===== src/rtl/led_pkg.sv =====
// Shared types and helpers for the LED flash sequencer.
package led_pkg;

  typedef enum logic {
    IDLE  = 1'b0,
    FLASH = 1'b1
  } led_state_e;

  // Bits needed to count 0..n-1; never less than one bit.
  function automatic int cnt_w(input int n);
    return (n <= 2) ? 1 : $clog2(n);
  endfunction

endpackage


===== src/rtl/led_flash_array_if.sv =====
// Request/status bundle between the byte-stream consumer and the LED sequencer.
interface led_flash_array_if #(
  parameter int CHANNELS = 4,
  parameter int CNT_W    = 8
);
  logic [CHANNELS*CNT_W-1:0] data;
  logic [CHANNELS-1:0]       data_ready;
  logic [CHANNELS-1:0]       busy;
  logic [CHANNELS-1:0]       done;
  logic [CHANNELS-1:0]       overrun;
  logic [CHANNELS-1:0]       led;

  modport master (output data, data_ready, input busy, done, overrun, led);
  modport slave  (input data, data_ready, output busy, done, overrun, led);
endinterface


===== src/rtl/led_flash_channel.sv =====
// One LED channel: flash FSM, phase counter, remaining counter, one-entry pending slot.
// Outputs are registered from the next-state values so led/busy change on the edge
// that accepts or finishes a request.
module led_flash_channel
  import led_pkg::*;
#(
  parameter int CNT_W      = 8,
  parameter int PERIOD_CYC = 13_500_000,
  parameter int ON_CYC     = 6_750_000
) (
  input  logic             clk,
  input  logic             rst_n,
  input  logic             req,
  input  logic [CNT_W-1:0] req_cnt,
  output logic             busy,
  output logic             done,
  output logic             overrun,
  output logic             lit
);
  localparam int              PH_W    = cnt_w(PERIOD_CYC);
  localparam logic [PH_W-1:0] PH_LAST = PH_W'(PERIOD_CYC - 1);
  localparam logic [PH_W-1:0] PH_ON   = PH_W'(ON_CYC);

  led_state_e       state, st_n;
  logic [PH_W-1:0]  phase, ph_n;
  logic [CNT_W-1:0] rem, rem_n;
  logic             pend_vld, pv_n;
  logic [CNT_W-1:0] pend_cnt, pc_n;
  logic             done_n, ovr_n;

  // Next-state: accept/launch requests, advance phase, finish or chain sequences.
  always_comb begin
    st_n   = state;
    ph_n   = phase;
    rem_n  = rem;
    pv_n   = pend_vld;
    pc_n   = pend_cnt;
    done_n = 1'b0;
    ovr_n  = 1'b0;
    unique case (state)
      IDLE: begin
        if (pend_vld) begin
          // Pending left over from a completion edge: launch it (or finish a zero count).
          pv_n = 1'b0;
          if (pend_cnt != '0) begin
            st_n  = FLASH;
            ph_n  = '0;
            rem_n = pend_cnt;
          end else begin
            done_n = 1'b1;
          end
          if (req) begin
            pv_n = 1'b1;
            pc_n = req_cnt;
          end
        end else if (req) begin
          if (req_cnt != '0) begin
            st_n  = FLASH;
            ph_n  = '0;
            rem_n = req_cnt;
          end else begin
            done_n = 1'b1;
          end
        end
      end
      FLASH: begin
        if (phase == PH_LAST) begin
          ph_n  = '0;
          rem_n = rem - 1'b1;
          if (rem == CNT_W'(1)) begin
            done_n = 1'b1;
            st_n   = IDLE;
            // Chain a nonzero pending count with no gap; a zero count is retired from IDLE.
            if (pend_vld && pend_cnt != '0) begin
              st_n  = FLASH;
              rem_n = pend_cnt;
              pv_n  = 1'b0;
            end
          end
        end else begin
          ph_n = phase + 1'b1;
        end
        // New request lands in the slot; overrun only if it displaces a live entry.
        if (req) begin
          ovr_n = pv_n;
          pv_n  = 1'b1;
          pc_n  = req_cnt;
        end
      end
      default: st_n = IDLE;
    endcase
  end

  // State and registered outputs; synchronous active-low reset.
  always_ff @(posedge clk) begin
    if (!rst_n) begin
      state    <= IDLE;
      phase    <= '0;
      rem      <= '0;
      pend_vld <= 1'b0;
      pend_cnt <= '0;
      busy     <= 1'b0;
      done     <= 1'b0;
      overrun  <= 1'b0;
      lit      <= 1'b0;
    end else begin
      state    <= st_n;
      phase    <= ph_n;
      rem      <= rem_n;
      pend_vld <= pv_n;
      pend_cnt <= pc_n;
      busy     <= (st_n == FLASH) | pv_n;
      done     <= done_n;
      overrun  <= ovr_n;
      lit      <= (st_n == FLASH) && (ph_n < PH_ON);
    end
  end

endmodule


===== src/rtl/led_flash_array.sv =====
// Multi-channel LED flash sequencer: independent channels, pin polarity applied here.
module led_flash_array
  import led_pkg::*;
#(
  parameter int CHANNELS   = 4,
  parameter int CNT_W      = 8,
  parameter int PERIOD_CYC = 13_500_000,
  parameter int ON_CYC     = 6_750_000,
  parameter bit ACTIVE_LOW = 1'b1
) (
  input logic               clk,
  input logic               rst_n,
  led_flash_array_if.slave  bus
);
  logic [CHANNELS-1:0] lit;

  // One sequencer per channel, each fed its own slice of the data bus.
  for (genvar i = 0; i < CHANNELS; i++) begin : g_ch
    led_flash_channel #(
      .CNT_W      (CNT_W),
      .PERIOD_CYC (PERIOD_CYC),
      .ON_CYC     (ON_CYC)
    ) u_ch (
      .clk     (clk),
      .rst_n   (rst_n),
      .req     (bus.data_ready[i]),
      .req_cnt (bus.data[i*CNT_W +: CNT_W]),
      .busy    (bus.busy[i]),
      .done    (bus.done[i]),
      .overrun (bus.overrun[i]),
      .lit     (lit[i])
    );
  end

  // Lit flag is registered; the constant XOR only selects pin polarity.
  assign bus.led = lit ^ {CHANNELS{ACTIVE_LOW}};

endmodule


===== src/flat_wrapper.sv =====
// flat-port wrapper written by rule: the top's interface ports become plain ports
module led_flash_array_flat import led_pkg::*;
#(
  parameter int CHANNELS   = 4,
  parameter int CNT_W      = 8,
  parameter int PERIOD_CYC = 13_500_000,
  parameter int ON_CYC     = 6_750_000,
  parameter bit ACTIVE_LOW = 1'b1
)
  (clk, rst_n, bus_data, bus_data_ready, bus_busy, bus_done, bus_overrun, bus_led);
  led_flash_array_if #(.CHANNELS(CHANNELS), .CNT_W(CNT_W)) bus_i ();
  input logic clk;
  input logic rst_n;
  input wire logic [$bits(bus_i.data)-1:0] bus_data;
  input wire logic [$bits(bus_i.data_ready)-1:0] bus_data_ready;
  output wire logic [$bits(bus_i.busy)-1:0] bus_busy;
  output wire logic [$bits(bus_i.done)-1:0] bus_done;
  output wire logic [$bits(bus_i.overrun)-1:0] bus_overrun;
  output wire logic [$bits(bus_i.led)-1:0] bus_led;
  assign bus_i.data = bus_data;
  assign bus_i.data_ready = bus_data_ready;
  assign bus_busy = bus_i.busy;
  assign bus_done = bus_i.done;
  assign bus_overrun = bus_i.overrun;
  assign bus_led = bus_i.led;
  led_flash_array #(.CHANNELS(CHANNELS), .CNT_W(CNT_W), .PERIOD_CYC(PERIOD_CYC), .ON_CYC(ON_CYC), .ACTIVE_LOW(ACTIVE_LOW)) u_core (.clk(clk), .rst_n(rst_n), .bus(bus_i));
endmodule

===== config.mk =====
export PLATFORM = sky130hd
export DESIGN_NAME = led_flash_array_flat
export DESIGN_NICKNAME = d
export VERILOG_FILES = /design/src/rtl/led_pkg.sv /design/src/rtl/led_flash_array_if.sv /design/src/rtl/led_flash_channel.sv /design/src/rtl/led_flash_array.sv /design/src/flat_wrapper.sv
export SDC_FILE = /design/constraint.sdc
export NUM_CORES = 1
export LEC_CHECK = 0
export ABC_AREA = 0
export CORE_MARGIN = 8
export CORE_UTILIZATION = 55
export CTS_CLUSTER_DIAMETER = 40
export DETAILED_ROUTE_END_ITERATION = 16
export GPL_TIMING_DRIVEN = 0
export PLACE_DENSITY = 0.82
export SYNTH_ARGS = -nofsm -noshare
export SYNTH_HDL_FRONTEND = slang
export SYNTH_SLANG_ARGS = --single-unit

===== constraint.sdc =====
create_clock -name clk -period 6.1 [get_ports clk]
set_input_delay 0.915 -clock clk [delete_from_list [all_inputs] [get_ports clk]]
set_output_delay 0.915 -clock clk [all_outputs]
set_load 0.03 [all_outputs]

==> flow_summary.rst, run 1 <==
.. list-table::
   :header-rows: 1

   * - Metric
     - Value
   * - Commonest cells after routing, fill and taps aside
     - sky130_fd_sc_hd__dfxtp_1, sky130_fd_sc_hd__nor2_1, sky130_fd_sc_hd__a21oi_1
   * - Start point of the worst min-delay path
     - u_core.g_ch[2].u_ch.pend_cnt[7]$_SDFFE_PN0P_
   * - Net switching power
     - between 0.9 and 1 mW
   * - Total Wirelength
     - around 31000 µm
   * - Synthesized area
     - approximately 11000 µm²
   * - Final Max Slew Viols
     - 0
   * - Worst setup slack after placement
     - just over 2 ns
   * - Unrepaired setup endpoints after global routing
     - no
   * - Count of cells along the worst register-to-register path
     - 9
   * - Number of fillers in the final layout
     - about 1700
   * - Most common cell after layout, fill and taps aside
     - sky130_fd_sc_hd__dfxtp_1
   * - Hold Worst Slack
     - 0.483 ns
   * - Max-cap viol count
     - 0
   * - Flop2flop setup slack
     - between 2 and 3 ns
   * - Result of the run
     - finished, final reports clean
   * - Crit path largest cell delay
     - around 0.86 ns
   * - Die Width
     - 157 µm
   * - Drt wl/cell
     - approximately 17 µm
   * - Power density relative to cell area
     - approximately 250 nW/µm²
   * - Destination of the worst hold path
     - u_core.g_ch[2].u_ch.pend_cnt[7]$_SDFFE_PN0P_
   * - Cells resized by post-CTS repair
     - 0
   * - Pin count of the biggest net entering global routing
     - 19
   * - Number of global-route vias before repair
     - 10100
   * - Ordered list of cells on the worst path
     - clkdlybuf4s50_1 > nor4_1 > a21oi_1 > nor3_1 > clkbuf_1 > o21ai_0 > and3_1 > o311ai_0 > nand3_1
   * - DRC viols
     - 0
   * - Syn Nets
     - approximately 1500
   * - Unique masters post-synth
     - 87
   * - Clock tree from TritonCTS
     - done
   * - Worst vdd ir
     - approximately 0.19 mV
   * - Final Hold Fails
     - 0
   * - Final worst setup slack
     - approximately 2.4 ns
   * - Avg Cell Area, Syn
     - roughly 7.5 µm²
   * - Utilization after layout
     - 63.4%
   * - Final worst path period need
     - approximately 3.7 ns
   * - Chip height
     - about 160 µm
   * - CP max stage cell
     - sky130_fd_sc_hd__nor3_1
   * - Iter 0 DRT Violations
     - roughly 1200
   * - Number of enable flip-flop cells after synthesis
     - 0
   * - Number of antenna repair diodes
     - 0
   * - Final cycle utilization of the critical path
     - between 60% and 70%
   * - Endpoint arrival time on the critical path
     - 3.97 ns
   * - Hold buffer count at cts
     - 0
   * - Number of buffers created by CTS
     - 17
   * - Count of nets after finishing
     - around 1600
   * - Port-buffer cells
     - 53
   * - Post-route setup TNS
     - 0 ns
   * - Placeable core area
     - slightly below 20000 µm²
   * - Post-CTS clock slew at the launch and capture registers of the worst setup and hold paths
     - around 0.08 ns
   * - Instance count of the mapped netlist
     - about 1400
   * - Fmax
     - between 0.2 and 0.3 GHz
   * - Post-CTS setup buffers
     - 0
   * - Total leakage power
     - around 4.2 nW
   * - Maximum level of the CTS H-tree
     - 4
   * - Initial Utilization
     - a little under three fifths
   * - CP required
     - roughly 6.4 ns
   * - Setup skew after layout
     - about 0.011 ns
   * - Worst reg2reg path endpoint
     - u_core.g_ch[2].u_ch.lit$_SDFF_PN0_
   * - CTS max path bufs
     - 2
   * - Sequential share of power
     - 42.8%
   * - Sequential element share of the synthesized area
     - 33.8%
   * - Via-per-instance ratio
     - 6.33
   * - Global-route wire length before repair
     - ~50000 µm
   * - Residual antenna-violating net count after detailed routing
     - 0
   * - Maximum fanout encountered on the critical timing path
     - 10
   * - Total track usage
     - between 20% and 30%
   * - Register bit total from synthesis
     - 184
   * - Area enclosed by the die boundary
     - ~25000 µm²
   * - Critical path type
     - in -> reg
   * - Sw Share
     - between 30% and 40%
   * - P&R area growth vs syn
     - 13.3%
   * - Final weighted congestion in routability-driven placement
     - around 0.95
   * - Worst reg2reg path startpoint
     - u_core.g_ch[2].u_ch.phase[12]$_SDFF_PN0_
   * - Critical path endpoint category
     - flip-flop
   * - Number of core rows
     - 51
   * - Pre-Repair DR Iteration Count
     - 8
   * - Internal Power
     - 2.10 mW
   * - Sum of net half-perimeters after detailed placement
     - roughly 22000 µm
   * - Number of antenna violations at the first check in global routing
     - 0
   * - Share of async-settable or async-resettable flops after synthesis
     - 0%
   * - Proportion of layout cells with a drive suffix above 1
     - around 6.5%
   * - Ys flop type
     - sky130_fd_sc_hd__dfxtp_1
   * - DR vias
     - ~11000
   * - Combinational fraction of design power
     - roughly a fifth
   * - Clk network pwr share
     - a little over a third
   * - Slew of the pin with the lowest slew margin
     - around 1.1 ns
   * - HP Class
     - reg -> reg
   * - Syn. warnings
     - 0
   * - Crit path launch type
     - input port
   * - Remaining global-route overflow
     - 0
   * - Clock insertion delay at the later pin of the skew report
     - roughly 0.44 ns
   * - Count of endpoints failing setup in the final report
     - 0
   * - Hold Path Depth
     - 2
   * - Slew headroom
     - between 20% and 30%
   * - Number of top-level pins
     - 54
   * - Clock Sinks
     - about 180
   * - Root Driver
     - sky130_fd_sc_hd__clkbuf_16
-- through the flow --
step                      cell area [µm²]  cells  power, mW
after CTS                           12300   1794       3.08
final                               12300   1794       3.08
after detailed placement            11800   1762       1.98
after global routing                12300   1794       3.22
after global placement              11800   1762       1.97
after floorplan                     10900   1444       1.79
-- sequential cells by signal (all words and copies together), names as in the netlist --
signal and cells:
u_core.g_ch.u_ch.pend_cnt 32, u_core.g_ch.u_ch.pend_vld 4, u_core.g_ch.u_ch.busy 4, u_core.g_ch.u_ch.state 4, u_core.g_ch.u_ch.overrun 4, u_core.g_ch.u_ch.phase 96
u_core.g_ch.u_ch.lit 4, u_core.g_ch.u_ch.done 4, u_core.g_ch.u_ch.rem 32
-- kinds of logic (layout without fill, tap and decap cells) --
| logic type | Yosys count | in the layout | synth area share (%) |
|---|---|---|---|
| buf+inv | 139 | 224 | 5.67 |
| fa+ha+maj | 12 | 12 | 1.38 |
| flops | 184 | 184 | 33.8 |
| mux | 25 | 25 | 2.30 |
| compound gates | 422 | 422 | 24.4 |
| xor+xnor | 30 | 30 | 2.41 |
| simple gates | 632 | 632 | 30.0 |
-- layer usage --
metal | up-vias | global-route usage [%] | wire length (µm)
li1 | 5489 | - | -
met1 | 5271 | 33.4 | 13600
met2 | 512 | 39.4 | 13800
met3 | 77 | 4.14 | 2610
met4 | 0 | 7.51 | 747
met5 | - | 0 | 0
-- cell usage after synthesis (13+ instances only) --
library cell / number / area share [%]
sky130_fd_sc_hd__nand2_1: 123 / 4.2
sky130_fd_sc_hd__a31oi_1: 29 / 1.7
sky130_fd_sc_hd__or3_1: 28 / 1.6
sky130_fd_sc_hd__nand4_1: 36 / 2.1
sky130_fd_sc_hd__dfxtp_1: 184 / 34
sky130_fd_sc_hd__xor2_1: 15 / 1.2
sky130_fd_sc_hd__xnor2_1: 15 / 1.2
sky130_fd_sc_hd__inv_1: 38 / 1.3
sky130_fd_sc_hd__and3_1: 22 / 1.3
sky130_fd_sc_hd__a311oi_1: 17 / 1.4
sky130_fd_sc_hd__nor4_1: 31 / 1.8
sky130_fd_sc_hd__a21oi_1: 153 / 7.0
sky130_fd_sc_hd__a22oi_1: 13 / 0.90
sky130_fd_sc_hd__o21ai_1: 30 / 1.4
sky130_fd_sc_hd__buf_2: 17 / 0.78
sky130_fd_sc_hd__mux2i_1: 25 / 2.3
sky130_fd_sc_hd__nand3_1: 53 / 2.4
sky130_fd_sc_hd__clkbuf_1: 66 / 2.3
sky130_fd_sc_hd__buf_4: 14 / 0.96
sky130_fd_sc_hd__and2_1: 20 / 1.1
sky130_fd_sc_hd__o21ai_0: 57 / 2.6
sky130_fd_sc_hd__nor2_1: 180 / 6.2
sky130_fd_sc_hd__o22ai_1: 25 / 1.4
sky130_fd_sc_hd__nor3_1: 46 / 2.1
-- worst max-delay path: cells and delay by family --
family	cells	cell delay, ns
AND/OR/NAND/NOR	4	1.64
buffers and inverters	2	0.91
AO/OA/AOI/OAI	3	0.48
-- how the worst max path moves through the flow --
stage | start | end | slack, ns
after floorplan | bus_data[23] | u_core.g_ch[2].u_ch.lit$_SDFF_PN0_ | 3.23
after global placement | bus_data[19] | u_core.g_ch[2].u_ch.lit$_SDFF_PN0_ | 2.04
after detailed placement | bus_data[19] | u_core.g_ch[2].u_ch.lit$_SDFF_PN0_ | 2.05
after CTS | bus_data[19] | u_core.g_ch[2].u_ch.lit$_SDFF_PN0_ | 2.50
after global routing | bus_data[19] | u_core.g_ch[2].u_ch.lit$_SDFF_PN0_ | 2.20
final | bus_data[19] | u_core.g_ch[2].u_ch.lit$_SDFF_PN0_ | 2.44
-- power groups by stage --
stage / logic (mW) / clock network (mW) / registers (mW)
3_5_place_dp: 0.636 / 0 / 1.34
6_report: 0.654 / 1.11 / 1.32
4_1_cts: 0.644 / 1.12 / 1.32
3_3_place_gp: 0.627 / 0 / 1.34
2_1_floorplan: 0.459 / 0 / 1.33
5_1_grt: 0.713 / 1.18 / 1.33
-- area by class of cell --
class	instances	area (µm²)	area share, %
Timing Repair Buffer	53	531	4.30
Buffer	100	472	3.82
Clock buffer	17	425	3.45
Clock inverter	15	161	1.31
Multi-Input combinational cell	1121	6600	53.4
Tap cell	265	332	2.69
Inverter	39	146	1.19
Sequential cell	184	3680	29.8
Note: power is estimated with default switching activity, not from simulation.
==> run 2, diff against run 1 <==
- PLACE_DENSITY: 0.82 -> 0.85
- clock period: 6.1 -> 3.1 ns (I/O delays scaled with it)
==> run 2 against run 1 <==
Effect of this change:
- global-route usage grew 0.28 points
- non-clock buffer count is the same
- final area grew 0.42%
- worst setup slack lost 2.3 ns
- first-iteration DRC count shrank 3.8%
- die area is the same
- largest power group unchanged
==> flow_summary.rst, run 2 (synthesis gave the netlist of run 1 again) <==
.. list-table::
   :header-rows: 1

   * - Metric
     - Value
   * - Iter 0 DRT Violations
     - between 1000 and 1500
   * - Proportion of layout cells with a drive suffix above 1
     - under 10%
   * - Slew headroom
     - approximately two fifths
   * - CP required
     - around 3.4 ns
   * - Number of buffers created by CTS
     - 17
   * - Count of nets after finishing
     - between 1500 and 2000
   * - Result of the run
     - finished, final reports clean
   * - Pre-Repair DR Iteration Count
     - 5
   * - Slew of the pin with the lowest slew margin
     - about 0.9 ns
   * - Commonest cells after routing, fill and taps aside
     - sky130_fd_sc_hd__dfxtp_1, sky130_fd_sc_hd__nor2_1, sky130_fd_sc_hd__a21oi_1
   * - P&R area growth vs syn
     - 13.8%
   * - Fmax
     - around 0.34 GHz
   * - Launch point of the critical path
     - bus_data[27]
   * - Clock insertion delay at the later pin of the skew report
     - roughly 0.44 ns
   * - Largest registers
     - u_core.g_ch.u_ch.phase: 96 flops, u_core.g_ch.u_ch.pend_cnt: 32 flops, u_core.g_ch.u_ch.rem: 32 flops
   * - Clock tree from TritonCTS
     - done
   * - Via-per-instance ratio
     - between 6 and 7
   * - Post-route setup TNS
     - 0 ns
   * - Number of global-route vias before repair
     - roughly 11000
   * - Crit path launch type
     - input port
   * - Met2 Use GR
     - approximately two fifths
   * - Most common cell after layout, fill and taps aside
     - sky130_fd_sc_hd__dfxtp_1
   * - Maximum level of the CTS H-tree
     - 4
   * - Number of core rows
     - 51
   * - Most utilized layer in the global route result
     - met2
   * - Setup skew after layout
     - 0.0117 ns
   * - Residual antenna-violating net count after detailed routing
     - 0
   * - Final weighted congestion in routability-driven placement
     - approximately 0.96
   * - DR vias
     - between 10000 and 15000
   * - Area enclosed by the die boundary
     - ~25000 µm²
   * - Number of antenna repair diodes
     - 0
   * - Met3 Usage GRT
     - under 10%
   * - Root Driver
     - sky130_fd_sc_hd__clkbuf_16
   * - Final cycle utilization of the critical path
     - between 90% and 100%
   * - Number of cells in the design after placement
     - roughly 1800
   * - Total non-filler cell area in the finished layout
     - between 10000 and 15000 µm²
   * - Final Hold Fails
     - 0
   * - Overall power consumption
     - roughly 6.1 mW
   * - Remaining global-route overflow
     - 0
   * - Largest register by flop count
     - u_core.g_ch.u_ch.phase
   * - Number of antenna violations at the first check in global routing
     - 0
   * - Met1 track demand over resource
     - around a third
   * - Instance area at placement
     - approximately 12000 µm²
   * - Global-route wire length before repair
     - slightly above 50000 µm
   * - Unrepaired setup endpoints after global routing
     - yes
   * - Port-buffer cells
     - 53
   * - Endpoint arrival time on the critical path
     - 3.26 ns
   * - HP Class
     - reg -> reg
   * - Final Max Slew Viols
     - 0
   * - Die Width
     - approximately 160 µm
   * - Power density relative to cell area
     - just under 500 nW/µm²
   * - Area used by sequential logic in the layout
     - 3680 µm²
   * - CTS max path bufs
     - 2
   * - Start point of the worst min-delay path
     - u_core.g_ch[0].u_ch.rem[7]$_SDFFE_PN0P_
   * - Critical path endpoint category
     - flip-flop
   * - Final worst path period need
     - between 2 and 3 ns
   * - Pin count of the biggest net entering global routing
     - 18
   * - Sum of net half-perimeters after detailed placement
     - 22100 µm
   * - Clock Sinks
     - 184
   * - Final worst setup slack
     - ~0.16 ns
   * - Total leakage power
     - around 4.3 nW
   * - Chip height
     - between 150 and 200 µm
   * - Final cell count without fillers
     - around 1800
   * - Hold Path Depth
     - 2
   * - Worst vdd ir
     - between 0.3 and 0.4 mV
   * - Worst setup slack after placement
     - -0.521 ns
   * - Number of top-level pins
     - 54
   * - Worst reg2reg path endpoint
     - u_core.g_ch[1].u_ch.lit$_SDFF_PN0_
   * - Area occupied by multi-input gates
     - between 6000 and 7000 µm²
   * - Count of endpoints failing setup in the final report
     - 0
   * - Flop2flop setup slack
     - 0.16 ns
   * - Post-CTS clock slew at the launch and capture registers of the worst setup and hold paths
     - 0.07 ns
   * - Number of fillers in the final layout
     - ~1700
   * - Initial Utilization
     - 56.0%
   * - Drt wl/cell
     - 17.4 µm
   * - Total Wirelength
     - 31300 µm
   * - Max-cap viol count
     - 0
   * - Worst reg2reg path startpoint
     - u_core.g_ch[1].u_ch.phase[0]$_SDFFE_PN0P_
   * - Count of cells along the worst register-to-register path
     - 9
   * - Destination of the worst hold path
     - u_core.g_ch[0].u_ch.rem[7]$_SDFFE_PN0P_
   * - Placeable core area
     - approximately 19000 µm²
   * - Maximum fanout encountered on the critical timing path
     - 10
   * - Max FFs per register
     - 96
   * - DRC viols
     - 0
   * - Critical path type
     - in -> reg
   * - Total track usage
     - 25.0%
run 2: cell type report:
type | instances | share of cell area, %
clock inverters | 12 | 1.08
repair buffers | 53 | 4.28
clock buffers | 20 | 3.68
multi-input cells | 1121 | 53.6
inverters | 39 | 1.18
flip-flops and latches | 184 | 29.7
well taps | 265 | 2.67
plain buffers | 100 | 3.80
run 2: worst max path at each step:
| stage | end | slack (ns) |
|---|---|---|
| global placement | u_core.g_ch[2].u_ch.lit$_SDFF_PN0_ | -0.50 |
| detailed placement | u_core.g_ch[2].u_ch.lit$_SDFF_PN0_ | -0.52 |
| floorplan | u_core.g_ch[2].u_ch.lit$_SDFF_PN0_ | 0.68 |
| finish | u_core.g_ch[3].u_ch.lit$_SDFF_PN0_ | 0.16 |
| global route | u_core.g_ch[1].u_ch.lit$_SDFF_PN0_ | -0.08 |
| CTS | u_core.g_ch[2].u_ch.lit$_SDFF_PN0_ | 0.13 |
run 2: stage by stage:
stage          util (%)  hold WS [ns]
2_1_floorplan         -         0.449
3_3_place_gp       60.4         0.463
3_5_place_dp       60.4         0.476
4_1_cts            63.5         0.485
5_1_grt            63.7         0.506
6_report           63.7         0.486
run 2: power by group:
group / total [mW] / switching (mW) / leakage [nW] / internal (mW)
Clock: 2.19 / 1.01 / 0.283 / 1.18
Sequential: 2.60 / 0.112 / 1.50 / 2.48
Combinational: 1.30 / 0.799 / 2.48 / 0.498
Total: 6.08 / 1.92 / 4.26 / 4.16
run 2: worst max-delay path, cell delays in order:
cell and delay [ns]:
sky130_fd_sc_hd__clkdlybuf4s50_1 0.45, sky130_fd_sc_hd__nor4_1 0.58, sky130_fd_sc_hd__a21oi_2 0.18, sky130_fd_sc_hd__nor3_2 0.47, sky130_fd_sc_hd__buf_2 0.38, sky130_fd_sc_hd__a21oi_1 0.12, sky130_fd_sc_hd__mux2i_1 0.15, sky130_fd_sc_hd__nand4_1 0.17
sky130_fd_sc_hd__a211o_1 0.29
run 2: routing by layer:
layer / routed length [µm] / vias to the layer above
li1: - / 5480
met1: 13500 / 5390
met2: 14300 / 517
met3: 2560 / 78
met4: 877 / 0
met5: 0 / -
run 2: what timing repair did:
action                                 CTS  global route
buffers inserted                         0             0
setup endpoints to repair                2             4
hold buffers                             0             0
resized for setup                        2             7
endpoints found under the hold margin    0             0
